===== src/rtl/imem_arbiter.sv =====
// imem_arbiter: shares one single-port synchronous-read word memory between
// a fetch port (port 0, reads only) and a data port (port 1, read/write).
// One access per cycle. Read data returns to its owner one cycle after the grant.
// Build option: define ROUND_ROBIN_EN to alternate contended grants.
// Without it, port 1 has fixed priority and a starvation override protects fetch.
module imem_arbiter #(
  parameter int ADDR_W     = 8,
  parameter int DATA_W     = 32,
  parameter int STARVE_MAX = 4
) (
  input  logic              clk,
  input  logic              rst,
  input  logic              req0,
  input  logic [ADDR_W-1:0] addr0,
  output logic              gnt0,
  output logic              rvalid0,
  output logic [DATA_W-1:0] rdata0,
  output logic              stall0,
  input  logic              req1,
  input  logic              we1,
  input  logic [ADDR_W-1:0] addr1,
  input  logic [DATA_W-1:0] wdata1,
  output logic              gnt1,
  output logic              rvalid1,
  output logic [DATA_W-1:0] rdata1,
  output logic              mem_en,
  output logic              mem_we,
  output logic [ADDR_W-1:0] mem_addr,
  output logic [DATA_W-1:0] mem_wdata,
  input  logic [DATA_W-1:0] mem_rdata
);

  // A zero STARVE_MAX still needs a legal 1-bit counter; it simply never leaves 0.
  localparam int CNT_W = (STARVE_MAX > 0) ? $clog2(STARVE_MAX + 1) : 1;
  localparam logic [CNT_W-1:0] CNT_MAX = CNT_W'(STARVE_MAX);

  logic [CNT_W-1:0] starve_cnt;
  logic             rd_own0;
  logic             rd_own1;
  logic             win0;
  logic             win1;

`ifdef ROUND_ROBIN_EN
  logic             last_gnt;

  // Contended cycles go to the port that was not granted most recently.
  always_comb begin
    win0 = 1'b0;
    win1 = 1'b0;
    if (req0 && req1) begin
      win1 = (last_gnt == 1'b0);
      win0 = (last_gnt == 1'b1);
    end else begin
      win0 = req0;
      win1 = req1;
    end
  end

  // Remember which port received the most recent grant.
  always_ff @(posedge clk or negedge rst) begin
    if (!rst) begin
      last_gnt <= 1'b0;
    end else if (gnt0) begin
      last_gnt <= 1'b0;
    end else if (gnt1) begin
      last_gnt <= 1'b1;
    end else begin
      last_gnt <= last_gnt;
    end
  end
`else
  logic             force0;

  // Data port wins ties unless fetch has been denied STARVE_MAX cycles in a row.
  always_comb begin
    win0   = 1'b0;
    win1   = 1'b0;
    force0 = (STARVE_MAX > 0) && (starve_cnt == CNT_MAX);
    if (req0 && req1) begin
      win0 = force0;
      win1 = ~force0;
    end else begin
      win0 = req0;
      win1 = req1;
    end
  end
`endif

  // Grants and memory controls; nothing is issued while reset is held.
  always_comb begin
    gnt0      = win0 & rst;
    gnt1      = win1 & rst;
    stall0    = req0 & ~gnt0;
    mem_en    = gnt0 | gnt1;
    mem_we    = gnt1 & we1;
    mem_addr  = gnt1 ? addr1 : addr0;
    mem_wdata = wdata1;
  end

  // Count consecutive denied fetch cycles, saturating at STARVE_MAX.
  always_ff @(posedge clk or negedge rst) begin
    if (!rst) begin
      starve_cnt <= {CNT_W{1'b0}};
    end else if (req0 && !gnt0) begin
      if (starve_cnt != CNT_MAX) begin
        starve_cnt <= starve_cnt + CNT_W'(1);
      end else begin
        starve_cnt <= starve_cnt;
      end
    end else begin
      starve_cnt <= {CNT_W{1'b0}};
    end
  end

  // Record the owner of a read in flight; writes never produce a return.
  always_ff @(posedge clk or negedge rst) begin
    if (!rst) begin
      rd_own0 <= 1'b0;
      rd_own1 <= 1'b0;
    end else begin
      rd_own0 <= gnt0;
      rd_own1 <= gnt1 & ~we1;
    end
  end

  // Steer the memory read data to its owner; the other port sees zero.
  always_comb begin
    rvalid0 = rd_own0;
    rvalid1 = rd_own1;
    rdata0  = rd_own0 ? mem_rdata : {DATA_W{1'b0}};
    rdata1  = rd_own1 ? mem_rdata : {DATA_W{1'b0}};
  end

endmodule


===== config.mk =====
export PLATFORM = sky130hd
export DESIGN_NAME = imem_arbiter
export DESIGN_NICKNAME = d
export VERILOG_FILES = /design/src/rtl/imem_arbiter.sv
export SDC_FILE = /design/constraint.sdc
export NUM_CORES = 1
export LEC_CHECK = 0
export CORE_MARGIN = 5
export CORE_UTILIZATION = 22
export DETAILED_ROUTE_END_ITERATION = 8
export GPL_TIMING_DRIVEN = 0
export PLACE_DENSITY = 0.95
export SLEW_MARGIN = 40
export SYNTH_ARGS = -nofsm -noshare
export SYNTH_HDL_FRONTEND = slang
export SYNTH_SLANG_ARGS = --single-unit

===== constraint.sdc =====
create_clock -name clk -period 5.19 [get_ports clk]
set_input_delay 1.038 -clock clk [delete_from_list [all_inputs] [get_ports clk]]
set_output_delay 1.038 -clock clk [all_outputs]
set_load 0.1 [all_outputs]

Word-level counts from Yosys, hierarchy flattened
Index checks and enable logic that the tools add are counted.
{ "totals": {"regBits": 5, "elab_cells": 26} }
{ "classes": {"n_addsub": 1, "n_eq_ne": 3, "muxes": 7, "n_bitwise": 9, "reduce_logical": 3} }
{ "op_table": {"columns": ["op", "n"], "rows": [
  ["$mux W32", 2],
  ["$mux W8", 1],
  ["$mux W3", 2],
  ["$and A1 B1 Y1", 5],
  ["$add A3 B1 Y3 const B", 1],
  ["$eq A3 B3 Y1 const B", 1],
  ["$ne A3 B3 Y1 const B", 1],
  ["$not A1 Y1", 3],
  ["$logic_and A1 B1 Y1", 2],
  ["$mux W1", 2],
  ["$ne A2 B1 Y1 const B", 1],
  ["$logic_not A1 Y1", 1],
  ["$or A1 B1 Y1", 1]
]} }

Depth between registers and ports, before layout
{ "logic_depth": {"depth_word": 6, "mapped_depth": 6, "depth_no_buf": 5} }

Least setup slack after synthesis
OpenSTA, ideal clock, no wires.
{ "synth_timing": {"path_type": "input -> output", "start": "in req1", "end": "out stall0", "t_arrival_ps": 2584, "required_time_ps": 4152, "path_slack_ps": 1568, "path_stages": 2, "path_cell_list": "nand2_1 a21oi_1"} }
{ "synth_via": {"elab_chain_len": 5} }
{ "synth_lines": {"columns": ["element", "line_no", "text"], "rows": [
  ["start, declared", "19", "input logic req1,"],
  ["$logic_and A1 B1 Y1", "79", "if (req0 && req1) begin"],
  ["$mux W1", "79", null],
  ["$and A1 B1 Y1", "91", "gnt0 = win0 & rst;"],
  ["$not A1 Y1", "93", "stall0 = req0 & ~gnt0;"],
  ["$and A1 B1 Y1", "93", null],
  ["end, declared", "18", "output logic stall0,"]
]} }
Every way passes these cells.

Final worst setup path
{ "layout_timing": {"start": "in rst", "end": "out mem_addr[5]"} }
{ "layout_via": {"elab_chain_len": 2} }
{ "layout_lines": {"columns": ["element", "line_no", "text"], "rows": [
  ["start, declared", "12", "input logic rst,"],
  ["$and A1 B1 Y1", "92", "gnt1 = win1 & rst;"],
  ["$mux W8", "96", "mem_addr = gnt1 ? addr1 : addr0;"],
  ["end, declared", "28", "output logic [ADDR_W-1:0] mem_addr,"]
]} }
Every way passes these cells.

==> results.py <==
metrics = {
    "clock_network": {
        "cts_num_sinks": 5,
        "clkLatencyLatePin_ps": 220,
        "h_tree_lvl_count": 1,
        "cts_tree": "done",
        "root_buffer": "clkbuf_8",
        "clock_input_transition_at_the_sequential_cells_of_the_worst_setup_and_hold_paths_ps": 40,
        "clock_tree.buffer_depth": 2,
        "post-cts-setup-buffer-count": 0,
        "post_cts_resize_count": 0,
        "cts-buffers-inserted": 3,
        "cts_hold_buffers": 0,
    },
    "sta": {
        "worst_rel_slew_slack": 0.669,
        "hold_viol": 0,
        "timing_worst_slew_pin_value_ps": 501,
        "finalSetupTns_ps": 0,
        "setup_repair_after_global_routing_missed_its_margin": "false",
        "timing.clock.skew_ps": 1.73,
        "final_period_minus_worst_setup_slack_ps": 3850,
        "maxSlewViolCount": 0,
        "setup_viol_count_final": 0,
        "post-route-worst-setup-slack_ps": 1340,
        "maximum_operating_frequency_mhz": 260,
        "final_cycle_share": 0.742,
    },
    "worst_setup_path": {
        "startpoint_type": "primary input",
        "worst-r2r-cell-count": 6,
        "critical_path.reg2reg.endpoint": "rvalid1$_DFF_PN0_",
        "critical_path.endpoint_type": "output pin",
        "cp.required_ps": 4150,
        "worstReg2RegStart": "starve_cnt[0]$_DFFE_PN0P_",
        "cp.arrival_ps": 2810,
        "timing.critical_path.fanout_max": 12,
        "timing.setup.critical_path_class": "in2out",
        "reg2reg_slack_ps": 3760,
    },
    "detailed_routing": {
        "ant_nets": 0,
        "dr_pass1_iterations": 2,
        "detail_route.vias_per_cell": 3.99,
        "remaining_drc_errors": 0,
        "wl_per_cell_um": 12.5,
        "dr_total_vias": 1496,
        "wl_final_mm": 4.70,
        "detail_route.iter0.violations": 16,
    },
    "final_layout": {
        "multi_input_comb_area_um2": 652,
        "synthToLayoutAreaGrowth_pct": 113,
        "postLayoutCellArea_um2": 2270,
        "n_antenna_cell": 0,
        "layout_cell_share_with_drive_strength_beyond_1": 0.510,
        "seqCellArea_um2": 125,
        "nNetsFinal": 396,
        "layoutNonFillerInstCount": 375,
        "fillers": 473,
    },
    "floorplanning": {
        "die_area_um2": 6340,
        "initial_core_util": 0.226,
        "fp-row-count": 25,
        "number_of_primary_i_o_pins": 196,
        "placeableCoreArea_um2": 4720,
        "die_y_um": 79.6,
        "dieWidth_um": 79.6,
    },
    "synthesis": {
        "synthesized_net_count": 228,
        "ys_seq_elements": 5,
        "seq_area_frac_synth": 0.117,
        "synth_top_area_cells": "and2_1 38%, buf_4 23%, dfrtp_1 12%, mux2_4 9.9%, ha_1 2.3%",
        "synthesis.area_um2": 1070,
        "ys_warn_count": 0,
        "gate_count_post_synth": 141,
        "synth.top_cell.area_share": 0.381,
        "synth_cell_types": 20,
        "synth_area_leader_cell": "and2_1",
        "synthesis.area_per_instance_um2": 7.56,
    },
    "placed_design": {
        "hpwlAfterDp_mm": 4.31,
        "dpl.cell_count": 371,
        "place.gp.congestion": 0.695,
        "numPortBuffers": 163,
        "post_dp_cell_area_um2": 2230,
        "dp_worst_setup_slack_ps": 1320,
    },
    "pwr": {
        "standby_leakage_power_nw": 1.31,
        "totalPowerFinal_w": 0.000498,
        "cellPowerDensity_nw_per_um2": 219,
        "vdd.ir_drop.worst_mv": 0.127,
    },
    "global_routing": {
        "globalRoute.totalOverflow": 0,
        "largest_net_degree_at_the_start_of_global_routing": 13,
        "vias_in_the_first_global_route": 1470,
        "grt_usage": 0.133,
        "grt_antenna_before_repair": 0,
        "grt_pass1_wl_mm": 6.84,
    },
    "run_status": {
        "outcome": "finished, final reports clean",
    },
    "min_path": {
        "start_point_of_the_worst_hold_path": "starve_cnt[2]$_DFFE_PN0P_",
        "timing.hold.worst.class": "reg2reg",
        "whs_endpoint": "starve_cnt[2]$_DFFE_PN0P_",
        "whs_path_depth": 2,
    },
    "flow_run": {
        "maxCapViolCount": 0,
    },
}
routing by layer:
layer,GRT usage,wire length [um]
met5,0,0
met2,0.254,2430
met1,0.127,1480
met3,0.0609,768
met4,0.0361,27
registers in the layout (all words and copies together), names as in the netlist:
register    flops
rvalid0         1
starve_cnt      3
rvalid1         1
cell type report:
class,count,area share
tap,67,0.0369
multi-input combinational,93,0.287
buffer,39,0.121
inverter,4,0.00661
timing repair buffer,163,0.474
sequential,5,0.0551
clock buffer,4,0.0198
synthesized netlist by cell type, drive strengths merged:
library cell / instances
and2: 65
buf: 33
mux2: 8
clkbuf: 6
dfrtp: 5
inv: 4
nor2: 4
a21oi: 3
nand2: 3
ha: 2
o211ai: 2
or3: 2
a2111oi: 1
and3: 1
nor2b: 1
o211a: 1
worst max-delay path, cell delays in order:
cell and delay [ps]:
clkdlybuf4s50_1 740, o211a_1 270, buf_6 170, mux2_4 300, buf_2 290
cell families after synthesis:
logic type | after synthesis | share of synthesized area
simple gates | 76 | 0.433
buf+inv | 43 | 0.271
mux | 8 | 0.109
compound gates | 7 | 0.0458
flops | 5 | 0.117
fa+ha+maj | 2 | 0.0235
worst max-delay path by stage:
| stage | start | to | slack [ps] | cells past startpoint |
|---|---|---|---|---|
| 6_report | rst | mem_addr[5] | 1340 | 5 |
| 5_1_grt | rst | mem_addr[5] | 1210 | 5 |
| 4_1_cts | rst | mem_addr[5] | 1320 | 5 |
| 3_5_place_dp | rst | mem_addr[5] | 1320 | 5 |
| 3_3_place_gp | rst | mem_addr[4] | 680 | 5 |
| 2_1_floorplan | req1 | stall0 | 1570 | 2 |
metrics by stage:
step / util / hold WS [ps]
CTS: 0.481 / 608
global placement: 0.589 / 580
finish: 0.481 / 606
floorplan: - / 557
detailed placement: 0.471 / 600
global route: 0.481 / 625
placed cells by master, fill, tap and decap left out:
cell,synthesis,routed
buf_4,32,32
clkbuf_1,6,7
buf_2,0,111
nor2_1,4,4
o211ai_1,2,2
nor2b_1,1,1
nand2_1,2,2
or3_2,1,1
dfrtp_1,5,5
a21oi_1,3,3
o211a_1,1,1
clkbuf_8,0,3
or3_1,1,1
mux2_2,1,1
mux2_4,7,7
inv_1,4,4
clkdlybuf4s50_1,0,52
and2_1,65,65
buf_6,1,1
and3_1,1,1
nand2_2,1,1
a2111oi_0,1,1
ha_1,2,2
where the power goes:
group | leakage (nW) | internal, W | switching [W]
clock | 0.0228 | 0.0000526 | 0.0000181
sequential | 0.0671 | 0.0000414 | 0.00000207
combinational | 1.22 | 0.0000901 | 0.000294
total | 1.31 | 0.000184 | 0.000314
Note: power is estimated with default switching activity, not from simulation.
